$ cat src/rtl/bytecode_fetch.sv
// bytecode_fetch: fetch stage ahead of the bytecode decoder.
// Streams bytes from a synchronous program memory (one-cycle read latency),
// assembles opcode + 0..2 immediate bytes, and hands each instruction to the
// decoder over a valid/ready handshake. Branch redirects restart fetch.
//
// Ports:
//   clk, rst            clock, asynchronous active-high reset
//   run                 fetch enable, sampled in IDLE only
//   pmem_addr           byte address (combinationally equal to pc)
//   pmem_rdata          byte addressed on the previous cycle
//   instr_valid/ready   instruction handshake; fire = valid && ready
//   opcode, operand     instruction payload (operand big-endian for 2 bytes)
//   instr_len           operand byte count (0..2)
//   instr_pc            address of the opcode byte
//   redirect_en/pc      branch taken / target
//   illegal             sticky illegal-opcode flag
//
// Build option: define FETCH_ILLEGAL_TRAP_EN to trap on opcodes outside the
// legal set (illegal goes high, fetch parks in IDLE until redirect or rst).
// Without it, illegal is tied 0 and unknown opcodes are 0-operand.

module bytecode_fetch #(
   parameter int unsigned       ADDR_W   = 16,
   parameter logic [ADDR_W-1:0] RESET_PC = '0
) (
   input  logic              clk,
   input  logic              rst,
   input  logic              run,
   output logic [ADDR_W-1:0] pmem_addr,
   input  logic [7:0]        pmem_rdata,
   output logic              instr_valid,
   input  logic              instr_ready,
   output logic [7:0]        opcode,
   output logic [15:0]       operand,
   output logic [1:0]        instr_len,
   output logic [ADDR_W-1:0] instr_pc,
   input  logic              redirect_en,
   input  logic [ADDR_W-1:0] redirect_pc,
   output logic              illegal
);

   typedef enum logic [2:0] {IDLE, START, OP, ARG1, ARG2, OUT} state_t;

   state_t            state;
   logic [ADDR_W-1:0] pc;
   logic              redirect_ok;

   // Operand byte count per opcode; anything unlisted has no operands.
   function automatic logic [1:0] op_len(input logic [7:0] op);
      logic [1:0] len;
      len = 2'd0;
      case (op) inside
         8'h10, 8'h12, 8'h15, 8'h36, 8'hbc:                       len = 2'd1;
         8'h11, 8'h13, 8'h84, [8'h99:8'ha8], [8'hb2:8'hb8], 8'hbb: len = 2'd2;
         default:                                                 len = 2'd0;
      endcase
      return len;
   endfunction

`ifdef FETCH_ILLEGAL_TRAP_EN
   logic trap;

   // Legal set: every opcode with operands plus the known 0-operand ranges.
   function automatic logic op_legal(input logic [7:0] op);
      return (op_len(op) != 2'd0) ||
             (op inside {[8'h00:8'h0f], [8'h2e:8'h35], [8'h4f:8'h83],
                         [8'h85:8'h98], [8'hac:8'hb1]});
   endfunction

   assign illegal = trap;
`else
   assign illegal = 1'b0;
`endif

   assign pmem_addr = pc;

   // Redirect acts in any active state, and also wakes a trapped fetch.
   assign redirect_ok = redirect_en && ((state != IDLE) || illegal);

   // Fetch/assemble FSM; all outputs registered.
   always_ff @(posedge clk or posedge rst) begin
      if (rst) begin
         state       <= IDLE;
         pc          <= RESET_PC;
         instr_valid <= 1'b0;
         opcode      <= 8'h00;
         operand     <= 16'h0000;
         instr_len   <= 2'd0;
         instr_pc    <= '0;
`ifdef FETCH_ILLEGAL_TRAP_EN
         trap        <= 1'b0;
`endif
      end else if (redirect_ok) begin
         // Redirect wins over a same-cycle fire; any partial instruction is dropped.
         pc          <= redirect_pc;
         state       <= START;
         instr_valid <= 1'b0;
`ifdef FETCH_ILLEGAL_TRAP_EN
         trap        <= 1'b0;
`endif
      end else begin
         case (state)
            IDLE: begin
               if (run && !illegal) state <= START;
            end
            START: begin
               // Address goes out; first byte arrives in OP.
               pc    <= pc + ADDR_W'(1);
               state <= OP;
            end
            OP: begin
               opcode    <= pmem_rdata;
               instr_pc  <= pc - ADDR_W'(1);
               operand   <= 16'h0000;
               instr_len <= op_len(pmem_rdata);
`ifdef FETCH_ILLEGAL_TRAP_EN
               if (!op_legal(pmem_rdata)) begin
                  trap  <= 1'b1;
                  state <= IDLE;
               end else
`endif
               if (op_len(pmem_rdata) == 2'd0) begin
                  // pc already points at the next opcode.
                  state       <= OUT;
                  instr_valid <= 1'b1;
               end else begin
                  pc    <= pc + ADDR_W'(1);
                  state <= ARG1;
               end
            end
            ARG1: begin
               operand <= {8'h00, pmem_rdata};
               if (instr_len == 2'd2) begin
                  pc    <= pc + ADDR_W'(1);
                  state <= ARG2;
               end else begin
                  state       <= OUT;
                  instr_valid <= 1'b1;
               end
            end
            ARG2: begin
               operand     <= {operand[7:0], pmem_rdata};
               state       <= OUT;
               instr_valid <= 1'b1;
            end
            OUT: begin
               // pc holds the next opcode address, whose byte is already on rdata.
               if (instr_ready) begin
                  pc          <= pc + ADDR_W'(1);
                  state       <= OP;
                  instr_valid <= 1'b0;
               end
            end
            default: state <= IDLE;
         endcase
      end
   end

endmodule

$ cat config.mk
export PLATFORM = sky130hd
export DESIGN_NAME = bytecode_fetch
export DESIGN_NICKNAME = d
export VERILOG_FILES = /design/src/rtl/bytecode_fetch.sv
export SDC_FILE = /design/constraint.sdc
export NUM_CORES = 1
export LEC_CHECK = 0
export ABC_AREA = 1
export CORE_ASPECT_RATIO = 0.8
export CORE_MARGIN = 2
export CORE_UTILIZATION = 30
export CTS_CLUSTER_SIZE = 30
export DETAILED_ROUTE_END_ITERATION = 8
export PLACE_DENSITY = 0.49
export SLEW_MARGIN = 5
export SYNTH_ARGS = -nofsm -noshare
export SYNTH_HDL_FRONTEND = slang
export SYNTH_SLANG_ARGS = --single-unit
$ cat constraint.sdc
create_clock -name clk -period 2.2 [get_ports clk]
set_clock_uncertainty 0.05 [all_clocks]
set_input_delay 0.44 -clock clk [delete_from_list [all_inputs] [get_ports clk]]
set_output_delay 0.44 -clock clk [all_outputs]
set_load 0.005 [all_outputs]
==> results.cfg, run 1 <==
[status]
status = finished, final reports clean

[placed_design]
post-dp-hpwl_um = 8690
place_congestion = 0.861
place.port_buffers = 87
dp_cells = 756

[hold_path]
hold_path_class = reg2reg

[routing]
drtPass1Iterations = 5
drc = 0
vias = 3628
antenna_left = 0
routed_wl_um = 11200
vias_per_cell = 4.70
first_iter_violations = 214
routedWlPerCell_um = 14.5

[layout]
finalNetCount = 650
n_fill_cell = 1198
num_antenna_cells = 0
fin_util_pct = 44.8
synthToLayoutAreaGrowth_pct = 44.8
layout.cells.non_filler = 772
drive_gt1_share_pct = 11.4
regArea_sq_um = 1550
multi_input_area_sq_um = 1760

[clock_network]
cts_sinks = 62
clk_latency_ns = 0.33
cts_made_buffers = 9
h-tree-depth = 3
clockBufferDepth = 2
cts_hold_buf = 0
path_clk_slew_ns = 0.05
root_buffer = clkbuf_16
cts_tree = done

[sta]
fin_crit_ns = 1.99
finalSetupViolCount = 0
finalHoldViolCount = 0
drv_slew = 0
max_freq_ghz = 0.503
rsz0062_at_grt = false
fin_crit_sh_pct = 90.3
fin_setup_tns_ns = 0

[power]
p_sw_mw = 2.74
p_clk_share_pct = 21.4
ir_worst_vdd_v = 0.000514
cellPowerDensity_nw_per_um2 = 1370
leakage_nw = 2.45
p_int_mw = 4.34
sequentialPowerShare_pct = 31.1
swShare_pct = 38.7
p_comb_share_pct = 47.6
total_power_mw = 7.09

[critical_path]
critPathArrivalTime_ns = 2.15
critPathMaxFanout = 9
required_ns = 2.37
crit_type = in2reg
worstSetupStartpointType = primary input
end_kind = flip-flop

[die]
core_sq_um = 11600
start_util_pct = 30.9
num_rows = 35
die-area_sq_um = 12800
ios = 89
dieWidth_um = 126
dieHeight_um = 102

[logic_synthesis]
yosysWarnings = 0
synth.yosys.seq_area_share_pct = 43.4
synthCells = 499
synth_top_area_share_pct = 43.4
yosys-top-cells-area = dfrtp_1 43%, nand2_1 17%, nand3_1 7.1%
syn_area_sq_um = 3570
synth_cell_types = 30
syn_avg_cell_area_sq_um = 7.16
synth_nets = 530
yosys.area.top_type = dfrtp_1
ys_ff_latch = 62

[global_route]
grt_pass1_vias = 3365
grt_pass1_wl_um = 17700
grt_max_degree = 63
grt-ovfl-total = 0
antenna_found_initial = 0
grt_util_all_layers_pct = 17.6

[job]
maxCapViolCount = 0
[final cells by class]
| class | count | area share (%) |
|---|---|---|
| Clock inverter | 6 | 1.67 |
| Sequential cell | 62 | 30.0 |
| Tap cell | 148 | 3.58 |
| Clock buffer | 10 | 4.42 |
| Inverter | 48 | 3.48 |
| Timing Repair Buffer | 127 | 22.9 |
| Multi-Input combinational cell | 371 | 34.0 |
[metal layers]
| layer | wire length, um | vias up | GRT usage, % |
|---|---|---|---|
| met2 | 4370 | 95 | 23.4 |
| met5 | 0 | - | 0 |
| met4 | 123 | 0 | 5.92 |
| li1 | - | 1852 | - |
| met1 | 6070 | 1671 | 28.0 |
| met3 | 599 | 10 | 3.43 |
[power groups by stage]
stage                     clock (mW)  sequential, mW  combinational, mW
after CTS                       1.56            2.21               3.40
after global routing            1.61            2.27               3.79
after global placement             0            2.21               3.37
after floorplan                    0            2.11               1.73
after detailed placement           0            2.22               3.39
final                           1.51            2.20               3.37
[flip-flops by register name, indices dropped and copies added, names as in the netlist]
| register | flops |
|---|---|
| instr_len | 2 |
| instr_valid | 1 |
| pmem_addr | 16 |
| instr_pc | 16 |
| state | 3 |
| operand | 16 |
| opcode | 8 |
[timing repair]
| item | 4_1_cts | 5_1_grt |
|---|---|---|
| setup buffers | 0 | 0 |
| setup endpoints to repair | 0 | 1 |
| gates resized for setup | 0 | 1 |
| endpoints found under the hold margin | 0 | 0 |
[synthesized netlist by cell type]
cell type	instances
buf_6	1
nor3_1	7
conb_1	1
nand4_4	1
inv_1	45
nand4_1	9
nand3_1	51
mux2_2	1
xor2_1	13
ha_1	2
a21oi_1	11
nand3b_1	1
a31oi_1	3
inv_2	3
nor2_1	46
nand2_2	1
clkbuf_2	1
xnor2_1	3
nor3_2	1
buf_4	1
o31ai_1	2
or2_2	2
dfrtp_1	62
nor3_4	1
nor2_4	3
nand2_4	1
buf_2	4
nand2_1	165
o21ai_0	46
clkbuf_1	11
[layout by cell type (no fill, tap or decap), types with 11 or more instances in the layout]
cell type / count
a21oi_1: 11
buf_4: 39
clkdlybuf4s50_1: 87
dfrtp_1: 62
inv_1: 44
nand2_1: 165
nand3_1: 51
nor2_1: 45
o21ai_0: 46
xor2_1: 13
[logic make-up (layout without fill, tap and decap cells)]
| logic type | count (synthesis) | after routing | synth area share (%) |
|---|---|---|---|
| simple gates | 289 | 289 | 35.2 |
| compound gates | 62 | 62 | 8.93 |
| flops | 62 | 62 | 43.4 |
| xor+xnor | 16 | 16 | 3.92 |
| fa+ha+maj | 2 | 2 | 0.700 |
| other cells | 1 | 1 | 0.105 |
| mux | 1 | 1 | 0.315 |
| buf+inv | 66 | 191 | 7.42 |
[through the flow]
| stage | hold slack (ns) | instance area, sq um | setup WS, ns |
|---|---|---|---|
| finish | 0.430 | 5170 | 0.213 |
| floorplan | 0.414 | 3570 | 0.169 |
| global route | 0.458 | 5170 | 0.0239 |
| CTS | 0.436 | 5170 | 0.215 |
| detailed placement | 0.421 | 4860 | -0.130 |
| global placement | 0.415 | 4860 | -0.156 |
[path summary, 6_finish.rpt]
kind                                     startpoint                        end  slack (ns)  cells past startpoint
max                                   pmem_rdata[5]   pmem_addr[7]$_DFFE_PP0P_        0.21                     11
min                         instr_pc[4]$_DFFE_PP0P_    instr_pc[4]$_DFFE_PP0P_        0.43                      2
max reg2reg                pmem_addr[0]$_DFFE_PP0P_   instr_pc[14]$_DFFE_PP0P_        0.29                     11
min reg2reg                 instr_pc[4]$_DFFE_PP0P_    instr_pc[4]$_DFFE_PP0P_        0.43                      2
max in group asynchronous                       rst  pmem_addr[13]$_DFFE_PP0P_        1.38                      3
min in group asynchronous                       rst      opcode[3]$_DFFE_PP0P_        0.45                      3
[critical path: stages]
cell and delay (ns):
clkdlybuf4s50_1 0.55, inv_1 0.12, nand2_1 0.10, nor2_1 0.05, nand2_1 0.05, nand2_1 0.12
nor3_4 0.26, nand4_4 0.13, buf_4 0.20, nand3_1 0.08, nand2_1 0.06
(Power assumes the default switching activity.)
==> run 2, diff against run 1 <==
--- a/config.mk
+++ b/config.mk
@@ -7,3 +7,2 @@
 export LEC_CHECK = 0
-export ABC_AREA = 1
 export CORE_ASPECT_RATIO = 0.8
--- a/constraint.sdc
+++ b/constraint.sdc
@@ -4,2 +4,2 @@
 set_output_delay 0.44 -clock clk [all_outputs]
-set_load 0.005 [all_outputs]
+set_load 0.02 [all_outputs]
==> results.cfg, run 2 <==
[clock_network]
h-tree-depth = 3
clk_latency_ns = 0.33
cts_setup_buffers = 0
cts_made_buffers = 9
clockBufferDepth = 2
root_buffer = clkbuf_16
cts_sinks = 62
path_clk_slew_ns = 0.06
cts_tree = done
cts_hold_buf = 0

[layout]
n_fill_cell = 1121
drive_gt1_share_pct = 18.7
synthToLayoutAreaGrowth_pct = 44.7
multi_input_area_sq_um = 1740
final_common_cell = clkdlybuf4s50_1
finalNetCount = 513
num_antenna_cells = 0
regArea_sq_um = 1550
final_cell_mix = 79 x clkdlybuf4s50_1, 62 x dfrtp_1, 59 x nand2_1
fin_area_sq_um = 5020

[routing]
routedWlPerCell_um = 15.5
drtPass1Iterations = 4
routed_wl_um = 9870
drc = 0
vias_per_cell = 4.83
vias = 3066
antenna_left = 0
first_iter_violations = 161

[critical_path]
crit_path_top_delay_cell = clkdlybuf4s50_1
worstSetupStartpointType = flip-flop
crit_type = reg2out
cpPeakStageDelay_ns = 0.70
end_kind = output pin
critPathMaxFanout = 9
critPathArrivalTime_ns = 1.57
path_delay_family = buffers and inverters
cp_cell_sequence = clkdlybuf4s50_1
cp_num_buf_inv = 1
required_ns = 1.71

[logic_synthesis]
syn_avg_cell_area_sq_um = 9.32
synthCells = 372
synth_edf_count = 0
yosys-top-cells-area = dfrtp_1 45%, nand2_1 6.4%, a22o_1 4.0%
synth.yosys.seq_area_share_pct = 44.7
synth_nets = 403
yosys.area.top_type = dfrtp_1
syn_area_sq_um = 3470
synth_cell_types = 64
synth_flop_cell = dfrtp_1
ys_ff_latch = 62
synth_top_area_share_pct = 44.7
yosysWarnings = 0
synthMostInstantiatedCell = dfrtp_1
async_flop_share_pct = 100
synthTopCellsByCount = 62 x dfrtp_1, 59 x nand2_1, 27 x a21oi_1

[global_route]
grt_pass1_wl_um = 16200
antenna_found_initial = 0
grt_util_all_layers_pct = 17.1
grt_pass1_vias = 2972
grt-ovfl-total = 0
grt_max_degree = 63

[die]
die-area_sq_um = 12400
num_rows = 35
dieHeight_um = 100
dieWidth_um = 124
start_util_pct = 30.5
ios = 89
core_sq_um = 11400

[power]
cellPowerDensity_nw_per_um2 = 1460
ir_worst_vdd_v = 0.000525
leakage_nw = 2.14

[sta]
rsz0062_at_grt = false
slew_headroom_pct = 45.3
tightest_slew_ns = 0.820
fin_crit_sh_pct = 93.8
drv_slew = 0
max_freq_ghz = 0.485
fin_crit_ns = 2.06
finalSetupViolCount = 0
finalHoldViolCount = 0
layout_setup_ws_ns = 0.137

[status]
status = finished, final reports clean

[placed_design]
pre_cts_ws_ns = -0.378
place_congestion = 0.789
placedInstanceArea_sq_um = 4700
post-dp-hpwl_um = 7400
place.port_buffers = 87

[job]
maxCapViolCount = 0

[hold_path]
hold_path_class = reg2reg
==> run 2: cell type report <==
cell class	instances	area share, %
well taps	148	3.69
inverters	9	0.673
clock buffers	9	4.49
multi-input cells	273	34.7
repair buffers	127	24.0
flip-flops and latches	62	30.9
clock inverters	7	1.45
==> run 2: logic make-up after synthesis <==
logic type,count (synthesis),synth area share [%]
other cells,1,0.108
flops,62,44.7
mux,2,0.650
compound gates,117,23.5
simple gates,138,21.8
fa+ha+maj,2,0.722
xor+xnor,13,3.28
buf+inv,37,5.16
==> run 2: power by group <==
group	internal [mW]	switching (mW)	leakage, nW
logic	1.77	2.06	1.24
registers	1.65	0.439	0.754
clock network	0.879	0.542	0.142
total	4.30	3.04	2.14
==> run 2: worst paths after layout <==
| check | start | endpoint | slack, ns | depth (start not counted) |
|---|---|---|---|---|
| worst min register to register | opcode[2]$_DFFE_PP0P_ | opcode[2]$_DFFE_PP0P_ | 0.43 | 2 |
| max in group asynchronous | rst | operand[2]$_DFFE_PP0P_ | 1.38 | 3 |
| worst min-delay path | opcode[2]$_DFFE_PP0P_ | opcode[2]$_DFFE_PP0P_ | 0.43 | 2 |
| worst max-delay path | pmem_addr[6]$_DFFE_PP0P_ | pmem_addr[6] | 0.14 | 1 |
| min in group asynchronous | rst | instr_pc[1]$_DFFE_PP0P_ | 0.45 | 3 |
| worst max register to register | pmem_addr[0]$_DFFE_PP0P_ | pmem_addr[12]$_DFFE_PP0P_ | 0.25 | 7 |
==> run 2: what timing repair did <==
| action | CTS | global route |
|---|---|---|
| resized for setup | 7 | 6 |
| setup endpoints to repair | 2 | 18 |
| pin swaps | 1 | 0 |
==> run 2: stage by stage <==
step	total power, mW	cells	hold WS [ns]	TNS, ns	utilization, %
after floorplan	4.23	372	0.495	0	-
after global placement	5.93	619	0.410	-4.88	41.3
after detailed placement	5.96	619	0.419	-5.79	41.3
after CTS	7.43	635	0.434	0	43.9
after global routing	7.88	635	0.459	0	44.1
final	7.35	635	0.427	0	44.1
==> run 2: routing by layer <==
layer,wire length (um),track usage (%)
met1,5100,25.9
met2,4250,23.8
met3,449,4.09
met4,71,5.01
met5,0,0
==> run 3, diff against run 2 <==
SKIP_LAST_GASP = 1   (was not set)
==> results.cfg, run 3 (synthesized netlist as in run 2, its figures left out) <==
[critical_path]
cp_num_buf_inv = 1
cpPeakStageDelay_ns = 0.70
worstSetupStartpointType = flip-flop
cp_cell_sequence = clkdlybuf4s50_1
end_kind = output pin
crit_type = reg2out
critPathMaxFanout = 9
crit_path_top_delay_cell = clkdlybuf4s50_1
path_delay_family = buffers and inverters
required_ns = 1.71
critPathArrivalTime_ns = 1.57

[clock_network]
clockBufferDepth = 2
cts_sinks = 62
root_buffer = clkbuf_16
cts_tree = done
clk_latency_ns = 0.33
h-tree-depth = 3
path_clk_slew_ns = 0.06
cts_hold_buf = 0
cts_made_buffers = 9
cts_setup_buffers = 0

[die]
core_sq_um = 11400
num_rows = 35
dieWidth_um = 124
ios = 89
dieHeight_um = 100
die-area_sq_um = 12400
start_util_pct = 30.5

[power]
leakage_nw = 2.14
cellPowerDensity_nw_per_um2 = 1460
sequentialPowerShare_pct = 28.4
p_int_mw = 4.30
swShare_pct = 41.4
p_comb_share_pct = 52.3
ir_worst_vdd_v = 0.000517
total_power_mw = 7.34
p_clk_share_pct = 19.3
p_sw_mw = 3.04

[layout]
n_fill_cell = 1119
synthToLayoutAreaGrowth_pct = 44.8
final_common_cell = clkdlybuf4s50_1
num_antenna_cells = 0
fin_util_pct = 44.1
finalNetCount = 513
drive_gt1_share_pct = 18.7
fin_area_sq_um = 5020
layout.cells.non_filler = 635
final_cell_mix = 79 x clkdlybuf4s50_1, 62 x dfrtp_1, 59 x nand2_1

[global_route]
grt_util_all_layers_pct = 17.1
grt-ovfl-total = 0
grt_pass1_vias = 2972
grt_pass1_wl_um = 16200
grt_max_degree = 63
antenna_found_initial = 0

[placed_design]
place_congestion = 0.789
placedInstanceArea_sq_um = 4700
pre_cts_ws_ns = -0.378
dp_cells = 619
place.port_buffers = 87
post-dp-hpwl_um = 7400

[routing]
routed_wl_um = 9850
vias_per_cell = 4.84
drc = 0
antenna_left = 0
routedWlPerCell_um = 15.5
first_iter_violations = 172
drtPass1Iterations = 4
vias = 3076

[job]
maxCapViolCount = 0

[sta]
finalHoldViolCount = 0
hold_slack_ns = 0.426
finalSetupViolCount = 0
rsz0062_at_grt = false
max_freq_ghz = 0.485
fin_setup_tns_ns = 0
layout_setup_ws_ns = 0.139
fin_crit_sh_pct = 93.7
fin_crit_ns = 2.06
drv_slew = 0
tightest_slew_ns = 0.829
slew_headroom_pct = 44.7

[status]
status = finished, final reports clean

[hold_path]
hold_path_class = reg2reg
==> run 3: final cells by class <==
| class | instances | area (sq um) | area share [%] |
|---|---|---|---|
| inverter | 9 | 33.8 | 0.673 |
| tap | 148 | 185 | 3.69 |
| timing repair buffer | 127 | 1210 | 24.1 |
| multi-input combinational | 273 | 1740 | 34.7 |
| clock buffer | 9 | 225 | 4.49 |
| sequential | 62 | 1550 | 30.9 |
| clock inverter | 7 | 72.6 | 1.45 |
==> run 3: worst paths after layout <==
path	from	to	slack, ns	cells past startpoint
worst max register to register	pmem_addr[0]$_DFFE_PP0P_	pmem_addr[12]$_DFFE_PP0P_	0.27	7
worst min-delay path	opcode[2]$_DFFE_PP0P_	opcode[2]$_DFFE_PP0P_	0.43	2
max in group asynchronous	rst	operand[2]$_DFFE_PP0P_	1.37	3
min in group asynchronous	rst	instr_pc[1]$_DFFE_PP0P_	0.45	3
worst min register to register	opcode[2]$_DFFE_PP0P_	opcode[2]$_DFFE_PP0P_	0.43	2
worst max-delay path	pmem_addr[6]$_DFFE_PP0P_	pmem_addr[6]	0.14	1
==> run 3: metal layers <==
layer  global-route usage (%)  part of all wire, %  up-vias
met5                        0                    0        -
met4                     5.01                    0        0
met3                     4.09                  4.8        0
li1                         -                    -     1554
met1                     25.9                   51     1450
met2                     23.8                   44       72
==> run 3: power groups by stage <==
stage / clock [mW] / sequential, mW / combinational, mW
floorplan: 0 / 2.63 / 1.61
global placement: 0 / 2.10 / 3.83
detailed placement: 0 / 2.11 / 3.85
CTS: 1.46 / 2.10 / 3.87
global route: 1.52 / 2.17 / 4.19
finish: 1.41 / 2.09 / 3.84
==> run 3: timing repair <==
item                                    CTS  global route
gates resized for setup                   6             7
hold endpoints to repair                  0             0
endpoints found under the setup margin    2            18
pin swaps                                 1             0
